==> config.mk <==
export PLATFORM = sky130hd
export DESIGN_NAME = multisim_push_packer
export DESIGN_NICKNAME = d
export VERILOG_FILES = /design/src/rtl/multisim_push_packer.sv
export SDC_FILE = /design/constraint.sdc
export NUM_CORES = 1
export LEC_CHECK = 0
export ABC_AREA = 1
export ABC_CLOCK_PERIOD_IN_PS = 2650
export CELL_PAD_IN_SITES_DETAIL_PLACEMENT = 1
export CELL_PAD_IN_SITES_GLOBAL_PLACEMENT = 1
export CORE_MARGIN = 2
export CORE_UTILIZATION = 44
export CTS_CLUSTER_SIZE = 10
export DETAILED_ROUTE_END_ITERATION = 10
export GPL_TIMING_DRIVEN = 0
export PLACE_DENSITY = 0.92
export SETUP_SLACK_MARGIN = 0.3
export SYNTH_ARGS = -nofsm -noshare
export SYNTH_HDL_FRONTEND = slang
export SYNTH_SLANG_ARGS = --single-unit
==> constraint.sdc <==
create_clock -name clk -period 2.65 [get_ports clk]
set_input_delay 0.53 -clock clk [delete_from_list [all_inputs] [get_ports clk]]
set_output_delay 0.53 -clock clk [all_outputs]
set_load 0.1 [all_outputs]
==> src/rtl/multisim_push_packer.sv <==
// Packs narrow input beats LSB-first into one wide word for the multisim push server.
// A word is emitted when full, on in_last, or after TIMEOUT idle cycles with a partial word pending.
module multisim_push_packer #(
  parameter int IN_WIDTH = 8,
  parameter int RATIO    = 8,
  parameter int TIMEOUT  = 0
) (
  input  logic                         clk,
  input  logic                         rst_n,
  input  logic                         in_vld,
  output logic                         in_rdy,
  input  logic [IN_WIDTH-1:0]          in_data,
  input  logic                         in_last,
  output logic                         out_vld,
  input  logic                         out_rdy,
  output logic [IN_WIDTH*RATIO-1:0]    out_data,
  output logic [$clog2(RATIO+1)-1:0]   out_count
);

  localparam int OUT_WIDTH = IN_WIDTH * RATIO;
  localparam int CNT_W     = $clog2(RATIO + 1);
  localparam int ACC_W     = $clog2(RATIO);
  localparam int IDLE_W    = (TIMEOUT > 0) ? $clog2(TIMEOUT + 1) : 1;
  localparam logic [ACC_W-1:0]  LAST_LANE = ACC_W'(RATIO - 1);
  localparam logic [IDLE_W-1:0] IDLE_MAX  = IDLE_W'(TIMEOUT);

  logic [OUT_WIDTH-1:0] acc_q, acc_d;
  logic [ACC_W-1:0]     acc_cnt_q, acc_cnt_d;
  logic [IDLE_W-1:0]    idle_q, idle_d;
  logic                 out_vld_q, out_vld_d;
  logic [OUT_WIDTH-1:0] out_data_q, out_data_d;
  logic [CNT_W-1:0]     out_count_q, out_count_d;

  logic                 slot_free;
  logic                 accept;
  logic                 complete;
  logic                 flush;
  logic [OUT_WIDTH-1:0] merged;

  // Slot counts as free when the current word drains this very cycle.
  assign slot_free = !out_vld_q || out_rdy;
  assign in_rdy    = slot_free;
  assign accept    = in_vld && slot_free;
  assign complete  = accept && ((acc_cnt_q == LAST_LANE) || in_last);
  assign flush     = (TIMEOUT > 0) && !accept && (idle_q == IDLE_MAX)
                     && (acc_cnt_q != '0) && slot_free;

  // Accumulator with the incoming beat dropped into its lane; upper lanes stay zero.
  genvar gi;
  generate
    for (gi = 0; gi < RATIO; gi++) begin : g_lane
      assign merged[gi*IN_WIDTH +: IN_WIDTH] =
        (accept && (acc_cnt_q == ACC_W'(gi))) ? in_data : acc_q[gi*IN_WIDTH +: IN_WIDTH];
    end
  endgenerate

  always_comb begin
    acc_d       = acc_q;
    acc_cnt_d   = acc_cnt_q;
    idle_d      = idle_q;
    out_vld_d   = out_vld_q;
    out_data_d  = out_data_q;
    out_count_d = out_count_q;

    if (out_vld_q && out_rdy) begin
      out_vld_d = 1'b0;
    end

    if (complete || flush) begin
      acc_d       = '0;
      acc_cnt_d   = '0;
      out_vld_d   = 1'b1;
      out_data_d  = merged;
      out_count_d = complete ? (CNT_W'(acc_cnt_q) + CNT_W'(1)) : CNT_W'(acc_cnt_q);
    end else if (accept) begin
      acc_d     = merged;
      acc_cnt_d = acc_cnt_q + ACC_W'(1);
    end

    // Idle time only accrues while a partial word is waiting for more beats.
    if (accept || flush || (acc_cnt_q == '0)) begin
      idle_d = '0;
    end else if (idle_q != IDLE_MAX) begin
      idle_d = idle_q + IDLE_W'(1);
    end
  end

  always_ff @(posedge clk or negedge rst_n) begin
    if (!rst_n) begin
      acc_q       <= '0;
      acc_cnt_q   <= '0;
      idle_q      <= '0;
      out_vld_q   <= 1'b0;
      out_data_q  <= '0;
      out_count_q <= '0;
    end else begin
      acc_q       <= acc_d;
      acc_cnt_q   <= acc_cnt_d;
      idle_q      <= idle_d;
      out_vld_q   <= out_vld_d;
      out_data_q  <= out_data_d;
      out_count_q <= out_count_d;
    end
  end

  assign out_vld   = out_vld_q;
  assign out_data  = out_data_q;
  assign out_count = out_count_q;

endmodule

-- After elaboration in Yosys (flattened, before gate mapping)
Index checks and enable logic that the tools add are counted.
- register bits after elaboration: 136
- word-level logic and storage cells: 45
- add/subtract/negate cells: 2
- eq/ne operators: 7
- multiplexer cells: 14
- reductions and logical operators: 17
- operators with widths (cell ; number):
    $mux W64 ; 2
    $mux W8 ; 8
    $eq A3 B3 Y1 const B ; 4
    $logic_and A1 B1 Y1 ; 11
    $eq A3 B2 Y1 const B ; 2
    $mux W3 ; 2
    $add A3 B1 Y4 const B ; 1
    $reduce_bool A2 Y1 ; 2
    $add A3 B1 Y3 const B ; 1
    $eq A3 B1 Y1 const B ; 1
    $logic_not A3 Y1 ; 1
    $logic_or A1 B1 Y1 ; 2
    $mux W1 ; 2
    $logic_not A1 Y1 ; 1

-- Logic depth before layout (Yosys ltp)
Gate-level depths: netlist of the first run.
- word-level depth: 7
- mapped depth: 10
- depth with buffers taken out: 8

-- Worst setup path after synthesis of the first run
No wires, ideal clock.
- path kind: reg2out
- from: register out_vld_q (netlist: out_vld)
- to: output port in_rdy
- arrival: 1651 ps
- required time: 2120 ps
- path slack: 469 ps
- stages on the path, launching flop included: 4
- buffers on the path: 2
- path through: dfrtp_1 > nand2_2 > buf_4 > buf_2
- longest elaborated chain between the ends: 2
- RTL lines (item ; line ; source):
    start, declared ; 30 ; logic out_vld_q, out_vld_d;
    start signal, assigned ; 100 ; out_vld_q <= out_vld_d;
    $logic_not A1 Y1 ; 41 ; assign slot_free = !out_vld_q || out_rdy;
    $logic_or A1 B1 Y1 ; 41 ;
    end, declared ; 11 ; output logic in_rdy,
Every way passes these cells.

-- Final worst setup path of the first run
- from: input port out_rdy
- to: output port in_rdy
- longest elaborated chain between the ends: 1
- RTL lines (item ; line ; source):
    start, declared ; 15 ; input logic out_rdy,
    $logic_or A1 B1 Y1 ; 41 ;
Every way passes these cells.

==> results of run 1 <==
[registers in the layout, indices dropped and copies added, names as in the netlist]
signal,count
acc_q,64
out_count,4
out_data,64
out_vld,1
acc_cnt_q,3
[cell type report]
type | count | area (um^2)
plain buffers | 40 | 258
multi-input cells | 491 | 2230
inverters | 84 | 318
clock inverters | 11 | 85.1
fillers | 1703 | 6100
flip-flops and latches | 136 | 3400
repair buffers | 83 | 773
well taps | 180 | 225
clock buffers | 19 | 433
[metrics by stage]
| stage | setup slack [ns] | area (um^2) |
|---|---|---|
| global placement | -4.42 | 7240 |
| detailed placement | -0.657 | 7270 |
| finish | 0.380 | 7720 |
| global route | 0.336 | 7720 |
| floorplan | 0.469 | 6200 |
| CTS | 0.132 | 7700 |
[layout by cell type, fill, tap and decap left out, types with 3 or more instances in the layout]
master,n
buf_2,20
buf_4,4
buf_6,10
clkbuf_1,9
clkbuf_16,17
clkdlybuf4s50_1,11
clkinv_2,8
dfrtp_1,136
dlygate4sd2_1,69
ha_1,6
inv_1,79
inv_2,3
nand2_1,272
nand3_1,67
nand3_2,6
nand4_1,64
nor2_1,64
nor2_4,5
o21ai_0,3
[worst register-to-register path, cell delays in order, from the launching register on]
cell and delay [ns]:
dfrtp_1 0.45, ha_1 0.28, ha_1 0.22, buf_6 0.15, nor2_4 0.14, nor2_4 0.08
inv_4 0.14, clkbuf_1 0.39, nand2_1 0.14, nand2_1 0.10
[layer usage]
layer	up-vias	routed length [um]	share of wire	track usage
met2	240	10400	0.50	0.494
met5	-	0	0	0
met4	0	954	0.046	0.153
met1	2874	8300	0.40	0.357
li1	2573	-	-	-
met3	86	1190	0.057	0.0692
[logic make-up after synthesis]
kind of cell / count (synthesis) / share of synthesized area
AOI/OAI and AO/OA: 5 / 0.00444
adders and majority gates: 6 / 0.0121
buffers and inverters: 124 / 0.0913
DFF: 136 / 0.549
and+or+nand+nor: 480 / 0.343
[report_power, final]
group	internal, mW	switching (mW)
Clock	1.26	0.933
Sequential	2.45	0.187
Combinational	0.508	2.38
[timing repair]
action	4_1_cts	5_1_grt
gates resized for setup	75	7
buffers inserted	0	0
setup endpoints to repair	70	1
pin swaps	0	0
cloned	0	0
[worst max-delay path by stage]
stage	from	endpoint	slack, ns	cells after the start
after CTS	out_rdy	in_rdy	0.13	6
after floorplan	out_vld	in_rdy	0.47	3
after detailed placement	out_rdy	in_rdy	-0.66	6
final	out_rdy	in_rdy	0.38	6
after global routing	out_rdy	in_rdy	0.34	6
after global placement	rst_n	out_data[56]	-4.42	1
==> impl_metrics.ini, run 1 <==
[yosys]
synth-seq-cells = 136
ys_top_cells_by_area = dfrtp_1, nand2_1, nand4_1
synth_commonest_cells = nand2_1, dfrtp_1, inv_1, nand3_1
yosysSeqAreaShare = 0.549
yosysMostFrequentCell = nand2_1
ys_types = 20
ys.flop_type = dfrtp_1
yosysWarnings = 0
avgSynthCellArea_um2 = 8.25
synth.cell_area_um2 = 6200
async_reset_ff_frac = 1.00
synth_cells = 751
syn_nets = 770
netlist.area_leader.share = 0.549
synth_edf_count = 0
yosysTopAreaCell = dfrtp_1

[pwr]
power.total_mw = 7.73
p_leak_nw = 4.38
peakVddDrop_mv = 0.675
p_per_area_nw_per_um2 = 1000

[detailed_routing]
wl_per_cell_um = 20.0
routed_wl_mm = 20.8
drtIter0Drc = 473
num_vias = 5773
ant_nets = 0
first_pass_iters = 5
post-route-drc-count = 0
via_per_inst = 5.53

[critical_path]
critPathLaunchType = input port
path_delay_family = buffers and inverters
r2r_end = out_data[54]
r2r_slack_ns = 0.49
slowest_stage = clkdlybuf4s50_1
crit_chain = clkdlybuf4s50_1 -> inv_2 -> nand2_2 -> buf_6 -> buf_6 -> buf_12
critPathMaxFanout = 10
end_kind = output port
crit_required_ns = 2.12
crit_path_frequent_cell = buf_6
cp_slowest_stage_delay_ns = 0.49
worst-path-buf-inv = 5
crit_type = in2out
reg2reg_depth = 9
regToRegStartpoint = acc_cnt_q[0]
arrival_ns = 1.74

[clock_tree]
clockBufferDepth = 2
clock_sinks = 136
clkSlewWorstSetupHoldPaths_ns = 0.06
cts-hold-fix-buffers = 0
clk_latency_ns = 0.43
root_buffer = clkbuf_16
cts_buffers = 17
cts_tree = yes
htree_levels = 4

[sta]
setup_tns_ns = 0
setup_violations = 0
fin_hold_ws_ns = 0.154
final-max-slew-violation-count = 0
finClkSkew_ns = 0.00744
fin_crit_ns = 2.27
tightestPinTransition_ns = 1.02
slew_headroom = 0.323
finalHoldViolations = 0
rsz0062_at_grt = false
max_freq_ghz = 0.441
fin_crit_sh = 0.857

[global_routing]
grt_max_degree = 85
grt_pass1_wl_mm = 33.4
antenna_found_initial = 0
grt_overflow_total = 0
grt_pass1_vias = 6217
grt_usage = 0.296

[place]
buffer_ports.inserted = 82
place_inst = 1014
gp_congestion = 0.819
dpl.hpwl_mm = 12.5

[die]
die_w_um = 123
ios = 83
die_area_um2 = 15100
start_util = 0.448
die_h_um = 123
rows = 43
core_um2 = 13800

[cells_and_area]
area.growth.synth_to_final_pct = 24.6
final_cells = 1044
layout.nets = 872
drive_gt1_frac = 0.0938
post-route-util = 0.559
n_antenna_cell = 0

[worst_hold_path]
hold_class = in2async

[flow_run]
maxCapViolations = 0

[outcome]
status = finished, final reports clean
Power figures use the tool's default switching activity.
==> run 2, diff against run 1 <==
--- a/config.mk
+++ b/config.mk
@@ -10,11 +10,12 @@
 export CELL_PAD_IN_SITES_DETAIL_PLACEMENT = 1
 export CELL_PAD_IN_SITES_GLOBAL_PLACEMENT = 1
 export CORE_MARGIN = 2
-export CORE_UTILIZATION = 44
+export CORE_UTILIZATION = 46
+export CTS_BUF_LIST = sky130_fd_sc_hd__clkbuf_2
 export CTS_CLUSTER_SIZE = 10
 export DETAILED_ROUTE_END_ITERATION = 10
 export GPL_TIMING_DRIVEN = 0
-export PLACE_DENSITY = 0.92
+export PLACE_DENSITY = 0.95
 export SETUP_SLACK_MARGIN = 0.3
 export SYNTH_ARGS = -nofsm -noshare
 export SYNTH_HDL_FRONTEND = slang
==> constraint.sdc (replaced) <==
create_clock -name clk -period 2.65 [get_ports clk]
set_input_delay 0.6625 -clock clk [delete_from_list [all_inputs] [get_ports clk]]
set_output_delay 0.6625 -clock clk [all_outputs]
set_load 0.1 [all_outputs]
==> run 2 against run 1 <==
Against the previous run:
- first-iteration DRC count fell by 29%
- sequential power barely moved
- final cell count rose by 0.67%
- critical path depth fell by 2
- worst hold slack improved by 0.25 ns
- combinational power barely moved
- sequential cell count did not move
- critical endpoint unchanged
- highest routed layer unchanged
==> impl_metrics.ini, run 2 (same netlist as run 1, synthesis figures left out) <==
[die]
die_w_um = 120
rows = 42
start_util = 0.470
ios = 83
die_h_um = 120
core_um2 = 13200
die_area_um2 = 14400

[cells_and_area]
layout.nets = 881
drive_gt1_frac = 0.183
n_antenna_cell = 0
area.growth.synth_to_final_pct = 18.2
nFillCells = 1645
stdcell_area_um2 = 7320
most-common-layout-cells = nand2_1, dfrtp_1, buf_2, inv_1, nand3_1
final_common_cell = nand2_1
post-route-util = 0.555

[clock_tree]
htree_levels = 4
cts_tree = yes
cts_buffers = 17
clkSlewWorstSetupHoldPaths_ns = 0.22
clock_sinks = 136
clk_latency_ns = 0.72
root_buffer = clkbuf_2
clockBufferDepth = 2

[pwr]
p_comb_frac = 0.408
power_frac_clock = 0.217
switchingPower_mw = 3.40
power.total_mw = 7.02
seqPwrFrac = 0.375
peakVddDrop_mv = 0.714
intPower_mw = 3.63
p_leak_nw = 4.18
p_per_area_nw_per_um2 = 959
swShare = 0.484

[worst_hold_path]
hold_class = in2async

[critical_path]
cp_slowest_stage_delay_ns = 0.49
critPathMaxFanout = 7
arrival_ns = 1.77
r2r_slack_ns = 0.51
r2r_end = out_data[59]
crit_path_frequent_cell = buf_8
reg2reg_depth = 9
crit_type = reg2out
crit_end = in_rdy
end_kind = output port
slowest_stage = dfrtp_1
crit_start = out_vld
crit_required_ns = 1.99
regToRegStartpoint = acc_cnt_q[0]
crit_chain = nand2_4 -> buf_8 -> buf_8 -> buf_12
critPathLaunchType = flip-flop

[global_routing]
grt_overflow_total = 0
grt_usage = 0.285
grt_pass1_vias = 6021
grt_max_degree = 92
antenna_found_initial = 0
grt_pass1_wl_mm = 31.7

[outcome]
status = finished, final reports clean

[detailed_routing]
ant_nets = 0
routed_wl_mm = 20.2
first_pass_iters = 5
via_per_inst = 5.54
post-route-drc-count = 0
wl_per_cell_um = 19.2
drtIter0Drc = 337
num_vias = 5823

[sta]
fin_hold_ws_ns = 0.402
rsz0062_at_grt = true
fin_ws_ns = 0.221
fin_crit_ns = 2.43
finalHoldViolations = 0
max_freq_ghz = 0.412
tightestPinTransition_ns = 0.557
fin_crit_sh = 0.916
setup_violations = 0
final-max-slew-violation-count = 0
slew_headroom = 0.628
finClkSkew_ns = 0.0240

[flow_run]
maxCapViolations = 0

[place]
dp_slack_ns = -0.933
buffer_ports.inserted = 82
dpl.hpwl_mm = 12.2
dpl-instance-area_um2 = 7270
gp_congestion = 0.841
-- run 2: cell types whose count changed in the layout (fill, tap and decap cells not counted), sizes merged --
cell           change
clkinv             -1
clkdlybuf4s18      +1
dlygate4sd3        +1
bufinv             +4
buf               +76
dlygate4sd2       -69
clkbuf             -1
-- run 2: power by group through the flow --
| stage | Sequential, mW | Clock [mW] | Combinational [mW] |
|---|---|---|---|
| 5_1_grt | 2.67 | 1.63 | 3.02 |
| 2_1_floorplan | 4.16 | 0 | 0.700 |
| 3_5_place_dp | 2.66 | 0 | 2.97 |
| 4_1_cts | 2.63 | 1.51 | 2.94 |
| 6_report | 2.63 | 1.53 | 2.86 |
| 3_3_place_gp | 2.65 | 0 | 2.89 |
-- run 2: how the worst min path moves through the flow --
stage,slack (ns),endpoint,depth (start not counted),startpoint
global route,0.40,out_data[27],2,rst_n
CTS,0.42,out_data[30],2,rst_n
global placement,0.46,out_data[26],2,out_data[26]
finish,0.40,out_data[34],2,rst_n
floorplan,0.37,acc_cnt_q[0],0,rst_n
detailed placement,0.47,out_data[37],2,out_data[37]
-- run 2: timing repair --
item | 4_1_cts | 5_1_grt
hold buffers | 1 | 0
setup buffers | 0 | 8
setup endpoints to repair | 70 | 56
pin swaps | 0 | 1
resized for setup | 261 | 98
hold endpoints to repair | 45 | 0
-- run 2: critical path, delay by kind of cell, from the launching register on --
| kind | cells | cell delay [ns] |
|---|---|---|
| and+or+nand+nor | 1 | 0.13 |
| buffers and inverters | 3 | 0.42 |
| DFF | 1 | 0.49 |
-- run 2: metal layers --
| layer | up-vias | share of wire | track usage |
|---|---|---|---|
| met1 | 2906 | 0.40 | 0.357 |
| met2 | 257 | 0.49 | 0.469 |
| li1 | 2589 | - | - |
| met4 | 0 | 0.035 | 0.124 |
| met3 | 71 | 0.068 | 0.0694 |
| met5 | - | 0 | 0 |
-- run 2: metrics by stage --
stage | setup TNS, ns | cells
CTS | 0 | 1043
finish | 0 | 1051
detailed placement | -0.933 | 1010
floorplan | 0 | 751
global placement | -615.42 | 1009
global route | 0 | 1051
-- run 2: area by class of cell --
class | count | area, um^2 | area share
clock inverter | 14 | 205 | 0.0280
timing repair buffer | 92 | 589 | 0.0805
tap | 176 | 220 | 0.0301
multi-input combinational | 491 | 2230 | 0.305
clock buffer | 18 | 90.1 | 0.0123
sequential | 136 | 3400 | 0.465
inverter | 84 | 318 | 0.0434
buffer | 40 | 265 | 0.0362
